**src/rtl/fetch_pkg.sv**
```systemverilog
// Shared types and constants for the instruction fetch path.
// A fetch entry pairs a program counter with the word read from that address.
package fetch_pkg;

    localparam int          WORD_W           = 32;
    localparam logic [31:0] PC_STEP          = 32'd4;
    localparam logic [31:0] RESET_PC_DEFAULT = 32'h0000_0000;

    typedef struct packed {
        logic [WORD_W-1:0] pc;
        logic [WORD_W-1:0] instr;
    } fetch_entry_t;

    // Word-aligns a byte address by clearing the two low bits.
    function automatic logic [WORD_W-1:0] word_align(input logic [WORD_W-1:0] addr);
        return addr & ~32'h0000_0003;
    endfunction

endpackage

```
**src/rtl/fetch_fifo.sv**
```systemverilog
// Synchronous FIFO of fetch entries with a flush that empties it at the edge.
// Pointers wrap modulo DEPTH, which must be a power of two of at least 2.
module fetch_fifo
    import fetch_pkg::*;
#(
    parameter  int DEPTH = 2,
    localparam int PTR_W = $clog2(DEPTH),
    localparam int CNT_W = $clog2(DEPTH + 1)
) (
    input  logic             clock,
    input  logic             reset_n,
    input  logic             flush,
    input  logic             push,
    input  fetch_entry_t     push_data,
    input  logic             pop,
    output fetch_entry_t     head_data,
    output logic [CNT_W-1:0] count,
    output logic             empty,
    output logic             full
);

    fetch_entry_t     mem [DEPTH];
    logic [PTR_W-1:0] rd_ptr;
    logic [PTR_W-1:0] wr_ptr;
    logic             do_push;
    logic             do_pop;

    always_comb begin
        empty   = (count == '0);
        full    = (count == CNT_W'(DEPTH));
        do_pop  = pop && !empty;
        do_push = push && (!full || do_pop);
    end

    // Storage carries no reset; entries are only observed once count covers them.
    always_ff @(posedge clock) begin
        if (do_push && !flush) begin
            mem[wr_ptr] <= push_data;
        end
    end

    always_ff @(posedge clock or negedge reset_n) begin
        if (!reset_n) begin
            rd_ptr <= '0;
            wr_ptr <= '0;
            count  <= '0;
        end else if (flush) begin
            rd_ptr <= '0;
            wr_ptr <= '0;
            count  <= '0;
        end else begin
            if (do_pop) begin
                rd_ptr <= rd_ptr + PTR_W'(1);
            end
            if (do_push) begin
                wr_ptr <= wr_ptr + PTR_W'(1);
            end
            case ({do_push, do_pop})
                2'b10:   count <= count + CNT_W'(1);
                2'b01:   count <= count - CNT_W'(1);
                default: count <= count;
            endcase
        end
    end

    assign head_data = mem[rd_ptr];

    overflow_guard: assert property (@(posedge clock) disable iff (!reset_n)
        (push && !flush) |-> (!full || pop));

endmodule

```
**src/rtl/instruction_fetch_unit.sv**
```systemverilog
// Fetch front end: owns the PC, tracks the single outstanding memory read,
// and buffers returned words so decode back-pressure never drops data.
module instruction_fetch_unit
    import fetch_pkg::*;
#(
    parameter logic [31:0] RESET_PC   = RESET_PC_DEFAULT,
    parameter int          FIFO_DEPTH = 2
) (
    input  logic        clock,
    input  logic        reset_n,
    output logic [31:0] read_address,
    input  logic [31:0] instruction,
    input  logic        redirect_valid,
    input  logic [31:0] redirect_target,
    output logic        out_valid,
    input  logic        out_ready,
    output logic [31:0] out_instruction,
    output logic [31:0] out_pc,
    output logic [31:0] out_pc_plus4
);

    // Handshake: an entry transfers on every rising edge where out_valid and
    // out_ready are both high; out_valid never drops without a pop or redirect.

    localparam int          CNT_W      = $clog2(FIFO_DEPTH + 1);
    localparam logic [31:0] BOOT_PC    = word_align(RESET_PC);

    logic [31:0]      pc_q;
    logic             inflight_q;
    logic [31:0]      inflight_pc_q;

    logic             pop;
    logic             issue;
    logic             fifo_push;
    logic [CNT_W:0]   occupancy;
    logic [31:0]      redirect_pc;
    fetch_entry_t     push_entry;
    fetch_entry_t     head_entry;
    logic [CNT_W-1:0] fifo_count;
    logic             fifo_empty;
    logic             fifo_full;

    // Occupancy counts the word still in flight so a stall never overfills the buffer.
    always_comb begin
        pop         = out_valid && out_ready;
        occupancy   = {1'b0, fifo_count}
                    + {{CNT_W{1'b0}}, inflight_q}
                    - {{CNT_W{1'b0}}, pop};
        issue       = !redirect_valid && (occupancy < (CNT_W + 1)'(FIFO_DEPTH));
        fifo_push   = inflight_q && !redirect_valid;
        redirect_pc = word_align(redirect_target);
        push_entry  = '{pc: inflight_pc_q, instr: instruction};
    end

    always_ff @(posedge clock or negedge reset_n) begin
        if (!reset_n) begin
            pc_q          <= BOOT_PC;
            inflight_q    <= 1'b0;
            inflight_pc_q <= '0;
        end else if (redirect_valid) begin
            pc_q       <= redirect_pc;
            inflight_q <= 1'b0;
        end else if (issue) begin
            pc_q          <= pc_q + PC_STEP;
            inflight_q    <= 1'b1;
            inflight_pc_q <= pc_q;
        end else begin
            inflight_q <= 1'b0;
        end
    end

    fetch_fifo #(
        .DEPTH (FIFO_DEPTH)
    ) u_fifo (
        .clock     (clock),
        .reset_n   (reset_n),
        .flush     (redirect_valid),
        .push      (fifo_push),
        .push_data (push_entry),
        .pop       (pop),
        .head_data (head_entry),
        .count     (fifo_count),
        .empty     (fifo_empty),
        .full      (fifo_full)
    );

    always_comb begin
        read_address    = pc_q;
        out_valid       = !fifo_empty;
        out_instruction = out_valid ? head_entry.instr : '0;
        out_pc          = out_valid ? head_entry.pc    : '0;
        out_pc_plus4    = out_valid ? (head_entry.pc + PC_STEP) : '0;
    end

    push_fits: assert property (@(posedge clock) disable iff (!reset_n)
        fifo_push |-> (!fifo_full || pop));

    address_aligned: assert property (@(posedge clock) disable iff (!reset_n)
        read_address[1:0] == 2'b00);

endmodule

```
**config.mk**
```make
export PLATFORM = sky130hd
export DESIGN_NAME = instruction_fetch_unit
export DESIGN_NICKNAME = d
export VERILOG_FILES = /design/src/rtl/fetch_pkg.sv /design/src/rtl/fetch_fifo.sv /design/src/rtl/instruction_fetch_unit.sv
export SDC_FILE = /design/constraint.sdc
export NUM_CORES = 1
export LEC_CHECK = 0
export ABC_AREA = 1
export CAP_MARGIN = 10
export CORE_ASPECT_RATIO = 0.6
export CORE_MARGIN = 4
export CORE_UTILIZATION = 47
export CTS_CLUSTER_SIZE = 20
export DETAILED_ROUTE_END_ITERATION = 8
export HOLD_SLACK_MARGIN = 0.02
export PLACE_DENSITY = 0.77
export SYNTH_ARGS = -nofsm -noshare
export SYNTH_HDL_FRONTEND = slang
export SYNTH_SLANG_ARGS = --single-unit
```
**constraint.sdc**
```tcl
create_clock -name clock -period 3.9 [get_ports clock]
set_input_delay 0.78 -clock clock [delete_from_list [all_inputs] [get_ports clock]]
set_output_delay 0.78 -clock clock [all_outputs]
set_load 0.005 [all_outputs]
```
Word level (Yosys, flattened, before mapping)
Memories as Yosys holds them, arrays and structs flattened.
Cells that the tools add are included.
{"block": "word_totals", "register_bits": 69, "latch_bits": 0, "mem_bits_rw": 128, "mem_bits_ro": 0, "in_bits": 68, "output_inout_bits": 129, "word_cells": 51, "memories": 1}
{"block": "op_classes", "add_sub_neg": 8, "multipliers": 0, "n_div": 0, "n_lt_le_gt_ge": 1, "n_eq_ne": 3, "shifts": 0, "n_mux": 15, "bitwise": 1, "n_reduce_logical": 16}
{"name": "u_fifo.mem", "depth": 2, "word_bits": 64, "read_ports": 1, "rd_clocked_by_memory_dff": 0, "write_ports": 1, "line_no": "fetch_fifo.sv:22", "source": "fetch_entry_t mem [DEPTH];"}
{"operator": "32-bit two-way mux", "n": 5}
{"operator": "32-bit by 3-bit adder with 32-bit output, second input constant", "n": 2}
{"operator": "1-bit two-way mux", "n": 8}
{"operator": "1-bit logical AND", "n": 6}
{"operator": "2-bit nonzero test", "n": 3}
{"operator": "2-bit equality test, second input constant", "n": 2}
{"operator": "2-bit case mux with 2 select lines", "n": 1}
{"operator": "2-bit by 1-bit adder with 3-bit output", "n": 1}
{"operator": "1-bit zero test", "n": 3}
{"operator": "3-bit by 2-bit < comparator with 1-bit output, second input constant", "n": 1}
{"operator": "3-bit nonzero test", "n": 1}
{"operator": "3-bit by 1-bit subtractor with 3-bit output", "n": 1}
{"operator": "1-bit adder, second input constant", "n": 2}
{"operator": "2-bit by 1-bit adder with 2-bit output, second input constant", "n": 1}
{"operator": "2-bit by 1-bit equality test with 1-bit output, second input constant", "n": 1}
{"operator": "2-bit zero test", "n": 1}
{"operator": "2-bit two-way mux", "n": 1}
{"operator": "2-bit AND reduction", "n": 1}
{"operator": "2-bit by 1-bit subtractor with 2-bit output, second input constant", "n": 1}
{"operator": "1-bit logical OR", "n": 1}
{"operator": "1-bit inverter", "n": 1}

Depth between registers and ports, before layout
{"block": "depth", "word_depth": 9, "depth_mapped": 15, "mapped_depth_nobuf": 13}

By module
A second synthesis with hierarchy kept.
{"block": "hier_totals", "hier_cells": 1166, "area_unflattened_um2": 9756.9}
{"mod": "fetch_fifo", "instances": 1, "cells_per_inst": 374, "area_each_um2": 4890.9, "seq_area_each_um2": 3943.8}
{"mod": "instruction_fetch_unit", "instances": 1, "cells_per_inst": 792, "area_each_um2": 4865.9, "seq_area_each_um2": 1526.5}

Worst setup path before layout
No wires, ideal clock.
{"block": "synth_path", "path_type": "input -> register", "from": "input port redirect_valid", "to": "memory u_fifo.mem[0][0] in the netlist's numbering (enable)", "setup_time_ps": 482, "t_arrival_ps": 3749, "required_ps": 3418, "setup_slack_ps": -331, "stages": 4, "n_path_buf": 1, "cell_sequence": "buf_2 clkinv_1 nand2_1 nor2_1"}
{"block": "synth_via", "elab_chain_cells": 6}
{"element": "start, declared", "line_no": "instruction_fetch_unit.sv:13", "source": "input logic redirect_valid,"}
{"element": "1-bit zero test (*)", "line_no": "fetch_fifo.sv:37, instruction_fetch_unit.sv:50"}
{"element": "1-bit logical AND", "line_no": "instruction_fetch_unit.sv:50", "source": "fifo_push = inflight_q && !redirect_valid;"}
{"element": "1-bit logical AND", "line_no": "fetch_fifo.sv:32", "source": "do_push = push && (!full || do_pop);"}
{"element": "1-bit logical AND (*)", "line_no": "fetch_fifo.sv:37", "source": "if (do_push && !flush) begin"}
{"element": "1-bit two-way mux (*)", "line_no": "fetch_fifo.sv:37"}
{"element": "1-bit two-way mux (not written as such) (*)", "line_no": "fetch_fifo.sv:38", "source": "mem[wr_ptr] <= push_data;"}
{"element": "end, declared", "line_no": "fetch_fifo.sv:22"}
Mark *: on every way between the ends. The rest lies on a longest branch, timed or not.

Worst setup path in the final report
{"block": "layout_path", "from": "register u_fifo.rd_ptr", "to": "output port out_pc_plus4[31]"}
{"block": "layout_via", "elab_chain_cells": 3}
{"element": "start, declared", "line_no": "fetch_fifo.sv:23", "source": "logic [PTR_W-1:0] rd_ptr;"}
{"element": "start signal, assigned", "line_no": "fetch_fifo.sv:53", "source": "rd_ptr <= rd_ptr + PTR_W'(1);"}
{"element": "memory read 2 x 64 bit"}
{"element": "32-bit by 3-bit adder with 32-bit output", "line_no": "instruction_fetch_unit.sv:92", "source": "out_pc_plus4 = out_valid ? (head_entry.pc + PC_STEP) : '0;"}
{"element": "32-bit two-way mux", "line_no": "instruction_fetch_unit.sv:92"}
{"element": "end, declared", "line_no": "instruction_fetch_unit.sv:19", "source": "output logic [31:0] out_pc_plus4"}
No other way between the ends.

==> impl_metrics.py <==
metrics = {
    "clock_tree": {
        "cts_tree": "yes",
        "cts-buffers-inserted": 17,
        "cts.htree.levels": 4,
        "cts.clk_slew.worst_paths_ps": 80,
        "cts_root_buf": "clkbuf_16",
        "clock_sinks": 189,
        "clk_path_buf_depth": 2,
        "clock_latency_ps": 430,
    },
    "die": {
        "pin_count": 197,
        "die_area_sq_um": 22230,
        "die_h_microns": 117.1,
        "die_x_microns": 189.8,
        "start_util": 0.4838,
        "rows": 39,
        "core_area_sq_um": 19270,
    },
    "global_route": {
        "antenna_found_initial": 0,
        "grt_remaining_overflow": 0,
        "grt_max_degree": 82,
        "grt_usage": 0.2242,
        "grt_pass1_wl_mm": 38.67,
        "grt_pass1_vias": 7153,
    },
    "power": {
        "internal-power_mw": 5.576,
        "switchingPower_mw": 3.891,
        "netSwitchingFraction": 0.4110,
        "p_leak_nw": 4.883,
        "seq_power_share": 0.338,
        "powerDensity_nw_per_um2": 777.5,
        "power.share.clock": 0.186,
        "comb_power_share": 0.476,
        "worst_ir_drop_vdd_v": 0.0004463,
    },
    "worst_setup_path": {
        "crit_cells": 12,
        "path_buf_inv": 2,
        "critical_path.max_stage_delay_ps": 530,
        "worstPathCellList": "buf_12, nand2_1, nand2_1, nand2_1, nor2_1, nand2_1, nor2_1, nand2_1, nand2_1, nand2_1, nor2_1, clkdlybuf4s50_1",
        "cp.arrival_ps": 2950,
        "crit_slowest_cell": "dfrtp_2",
        "endpoint_kind": "output pin",
        "worstPathMaxFanout": 30,
        "crit_type": "flop to output pin",
        "regToRegSetupSlack_ps": 940,
        "required_ps": 3120,
        "timing.critical_path.max_delay_family": "simple AND/OR/NAND/NOR gates",
        "rr_worst_depth": 14,
        "startpoint_type": "flop",
        "cp_common_cell": "nand2_1",
    },
    "sta": {
        "hold_viol_final": 0,
        "timing.hold.ws_ps": 255.2,
        "clock_skew_ps": 12.42,
        "maxSlewHeadroom": 0.5751,
        "fmax_ghz": 0.2681,
        "final-setup-viol-count": 0,
        "rsz0062_at_grt": "yes",
        "post-route-min-period_ps": 3730,
        "finalCritPeriodShare": 0.9565,
        "slew_viol_final": 0,
        "worst_slew_pin_slew_ps": 637.3,
    },
    "drt": {
        "via_per_inst": 5.120,
        "wl_met1_mm": 12.08,
        "wl_met3_mm": 2.176,
        "wl_met2_mm": 10.71,
        "top_layer": "met4",
        "drc": 0,
        "first_iter_violations": 663,
        "routed_wl_mm": 25.10,
        "vias": 7879,
        "antenna_left": 0,
        "first_pass_iters": 5,
        "wire_per_inst_microns": 16.31,
    },
    "synth": {
        "synth_cells": 1074,
        "yosysTopAreaCell": "edfxtp_1",
        "synth_top_area_share": 0.3993,
        "synth-seq-cells": 189,
        "yosys_warnings": 0,
        "syn_area_per_cell_sq_um": 8.683,
        "seq_area_frac_synth": 0.5737,
        "ys_top_cells_by_count": "nand2_1, edfxtp_1, nor2_1, inv_1, dfrtp_1",
        "synthDistinctLibCells": 40,
        "synthArstFlopShare": 0.3439,
        "synth_flop_cell": "edfxtp_1",
        "syn-cell-area_sq_um": 9325,
        "synth_edf_count": 124,
        "synth.most_common_cell": "nand2_1",
        "synth_area_leaders": "edfxtp_1, dfrtp_1, nand2_1",
    },
    "hold_path": {
        "hold_path.class": "primary input to asynchronous set/reset pin",
    },
    "layout": {
        "syn_to_final_growth_pct": 30.56,
        "n_antenna_cell": 0,
        "final_net_count": 1332,
        "drive_above_1_share": 0.07620,
        "final_cell_count_no_fill": 1539,
        "stdcell_area_sq_um": 12180,
    },
    "placed_design": {
        "dpl.cell_count": 1504,
        "port_buffers": 188,
        "place.gp.congestion": 0.9153,
        "place_area_sq_um": 11460,
        "place_hpwl_mm": 18.10,
    },
    "run_status": {
        "outcome": "complete, no violations",
    },
    "run": {
        "drv_cap": 0,
    },
}
cell usage in the layout, fill, tap and decap left out, types with 2 or more instances in the layout:
cell | synthesis | layout
a21oi_1 | 52 | 52
buf_12 | 1 | 5
buf_4 | 9 | 13
clkbuf_16 | 0 | 18
clkdlybuf4s50_1 | 0 | 187
clkinv_1 | 3 | 3
clkinv_8 | 0 | 7
conb_1 | 1 | 6
dfrtp_1 | 65 | 64
edfxtp_1 | 124 | 124
ha_1 | 3 | 2
inv_1 | 92 | 91
inv_2 | 1 | 2
inv_6 | 0 | 2
inv_8 | 0 | 4
nand2_1 | 358 | 358
nand2_2 | 16 | 16
nand3_1 | 62 | 62
nand3b_1 | 6 | 6
nand4_1 | 14 | 14
nor2_1 | 120 | 115
nor2_2 | 13 | 13
nor2_4 | 2 | 7
nor3_1 | 9 | 9
nor4_1 | 4 | 4
o211ai_1 | 10 | 10
o21ai_0 | 51 | 50
o21ai_1 | 1 | 2
xnor2_1 | 4 | 4
xor2_1 | 7 | 7
power groups by stage:
stage,clock network [mW],logic (mW),registers [mW]
final,1.76,4.51,3.20
after global routing,1.88,5.00,3.27
after CTS,1.79,4.44,3.18
after detailed placement,0,4.42,3.22
after global placement,0,4.35,3.21
after floorplan,0,2.39,3.11
layout make-up:
cell class	count	area [sq um]
fillers	1652	7099
flip-flops and latches	189	5351
multi-input cells	748	3400
repair buffers	207	2100
clock buffers	17	425.4
inverters	97	376.6
well taps	266	332.8
clock inverters	15	190.2
cell families after synthesis:
logic type                 after synthesis  synth area share
AOI/OAI and AO/OA                      119           0.06803
buffers and inverters                  142           0.06803
xor gates and xnor gates                11           0.01033
other                                    1         0.0004021
and+or+nand+nor                        608            0.2733
adders and majority gates                4          0.006173
DFF                                    189            0.5737
repair_timing:
action	4_1_cts	5_1_grt
setup endpoints to repair	0	17
hold buffers	0	0
resized for setup	0	17
setup buffers	0	2
registers in the layout, indices dropped and copies added (netlist names):
signal,cells
u_fifo.rd_ptr,1
u_fifo.mem,124
inflight_pc_q,30
u_fifo.wr_ptr,1
u_fifo.count,2
read_address,30
inflight_q,1
layer usage:
metal,vias up,global-route usage
met5,-,0
met4,0,0.03805
met3,15,0.06491
met2,326,0.3250
met1,3660,0.3415
li1,3878,-
final timing paths:
kind | startpoint | endpoint
max | u_fifo.rd_ptr$_DFFE_PN0P_ | out_pc_plus4[31]
min | reset_n | read_address[10]$_DFFE_PN0P_
max reg2reg | u_fifo.count[1]$_DFFE_PN0P_ | read_address[11]$_DFFE_PN0P_
min reg2reg | inflight_pc_q[24]$_DFFE_PN0P_ | u_fifo.mem[1][56]$_DFFE_PP_
max in group asynchronous | reset_n | u_fifo.rd_ptr$_DFFE_PN0P_
min in group clock | inflight_pc_q[24]$_DFFE_PN0P_ | u_fifo.mem[1][56]$_DFFE_PP_
stage by stage:
stage / power, mW / util / setup TNS (ps) / setup WS [ps]
after CTS: 9.420 / 0.6267 / 0 / 3.985
after detailed placement: 7.644 / 0.5948 / 0 / 285.8
after global routing: 10.14 / 0.6317 / -40.54 / -34.48
final: 9.467 / 0.6317 / 0 / 169.8
after floorplan: 5.500 / - / 0 / 697.6
after global placement: 7.560 / 0.5948 / 0 / 348.4
Note: power is estimated with default switching activity, not from simulation.
==> edit (same settings) <==
Set the parameter `FIFO_DEPTH` to 4 (it was 2).
--- a/src/rtl/instruction_fetch_unit.sv
+++ b/src/rtl/instruction_fetch_unit.sv
@@ -6,3 +6,3 @@
     parameter logic [31:0] RESET_PC   = RESET_PC_DEFAULT,
-    parameter int          FIFO_DEPTH = 2
+    parameter int          FIFO_DEPTH = 4
 ) (
Formal check against the unedited RTL: not equivalent (Yosys sat finds a counterexample within 4 cycles, from zero or initial values and one cycle with reset_n low).
==> edit against the original RTL <==
The flow now finishes with violations (setup timing); core utilization shrank 2.8 points; setup slack lost 180 ps; routed wire length is 67% higher; fmax fell by 4.5%; register-to-register slack better by 220 ps; area after synthesis increased by 60%; design area increased by 55%; total power up 36%; sequential share of layout area increased by 4.6 points; first-iteration DRC count increased by 120%; combinational power up 16%; sequential cell count increased by 127; largest cell class unchanged; largest power group unchanged.
==> edit: results <==
grt:
  grt_start_max_net_pins: 70
  use_met3_pct: 4.739
  gr-usage-all-layers_pct: 23.08
  grt_util_met2_pct: 33.67
  grt_pass1_vias: 11470
finish:
  clkbuf_count: 45
  seq_area_share_pct: 48.52
  nNonClkBuffers: 240
  nMultiInputCombCells: 1124
  fin_cells: 2236
  drive_above_1_share_pct: 10.56
  largest_reg_flops: 248
  buf_share_pct: 13.78
sta:
  final.setup.worst_slack_ps: -5.412
  finalSetupViolCount: 2
logic_synthesis:
  synthTopCellsByArea: "edfxtp_1 50%, nand2_1 12%, dfrtp_1 11%"
  async_flop_share_pct: 21.52
  synth_top_area_share_pct: 49.85
  ys_seq_elements: 316
  synth-edff-count: 248
  synthAdderAreaFrac_pct: 0.8877
  yosysSeqAreaShare_pct: 61.23
clock_tree:
  clock_latency_ps: 570
  post_cts_resized: 36
  cts.clk_slew.worst_paths_ps: 60
  h-tree-depth: 1
  clock_path_buffers: 3
run_status:
  outcome: "finished, violations left"
  violations: "setup timing"
worst_setup_path:
  endpoint: "out_pc_plus4[21]"
  critPathMaxFanout: 8
  cp_slowest_stage_delay_ps: 550
  slowest_stage: "dfrtp_4"
  ff2ff_path_depth: 15
  critPathArrivalTime_ps: 3130
power_and_ir_drop:
  ir_worst_vdd_mv: 0.4178
placed_design:
  gp_congestion: 0.9427
route:
  wl_met2_mm: 18.32
-- edit: cell types whose count changed in the layout (fill, tap and decap cells not counted), moves of 11 or more --
cell	before	now
buf_4	13	31
clkbuf_1	0	11
clkbuf_16	18	34
clkdlybuf4s50_1	187	172
edfxtp_1	124	248
inv_1	91	75
nand2_1	358	463
nand3_1	62	93
nor2_1	115	227
nor2_4	7	22
o21ai_0	50	112
xor2_1	7	23
-- edit: critical path, delay by kind of cell (launching register included) --
| family | cells | cell delay [ps] |
|---|---|---|
| buf+inv | 4 | 880 |
| flops | 1 | 550 |
| simple gates | 11 | 1120 |
-- edit: through the flow --
| stage | hold WS [ps] | power, W | utilization, % | TNS, ps | setup WS (ps) |
|---|---|---|---|---|---|
| after CTS | 182.1 | 0.01268 | 59.11 | 0 | 0.9885 |
| after global routing | 211.1 | 0.01365 | 60.32 | -921.9 | -162.5 |
| after floorplan | 476.0 | 0.007214 | - | -168560 | -679.7 |
| after global placement | 502.5 | 0.009555 | 55.02 | 0 | 389.4 |
| final | 185.3 | 0.01287 | 60.33 | -6.743 | -5.412 |
| after detailed placement | 524.1 | 0.009690 | 55.02 | 0 | 384.0 |
-- edit: worst min-delay path by stage --
stage | start | end | cells after the start
floorplan | reset_n | inflight_pc_q[10] | 0
global placement | inflight_pc_q[30] | u_fifo.mem[2][62] | 0
detailed placement | inflight_pc_q[4] | u_fifo.mem[1][36] | 0
CTS | reset_n | read_address[4] | 1
global route | reset_n | read_address[12] | 1
finish | reset_n | read_address[4] | 1
-- edit: where the power goes --
part           total, W  internal, W  switching, W
logic           0.00523      0.00227       0.00296
registers       0.00482      0.00424      0.000576
clock network   0.00282      0.00158       0.00124
total            0.0129      0.00809       0.00478
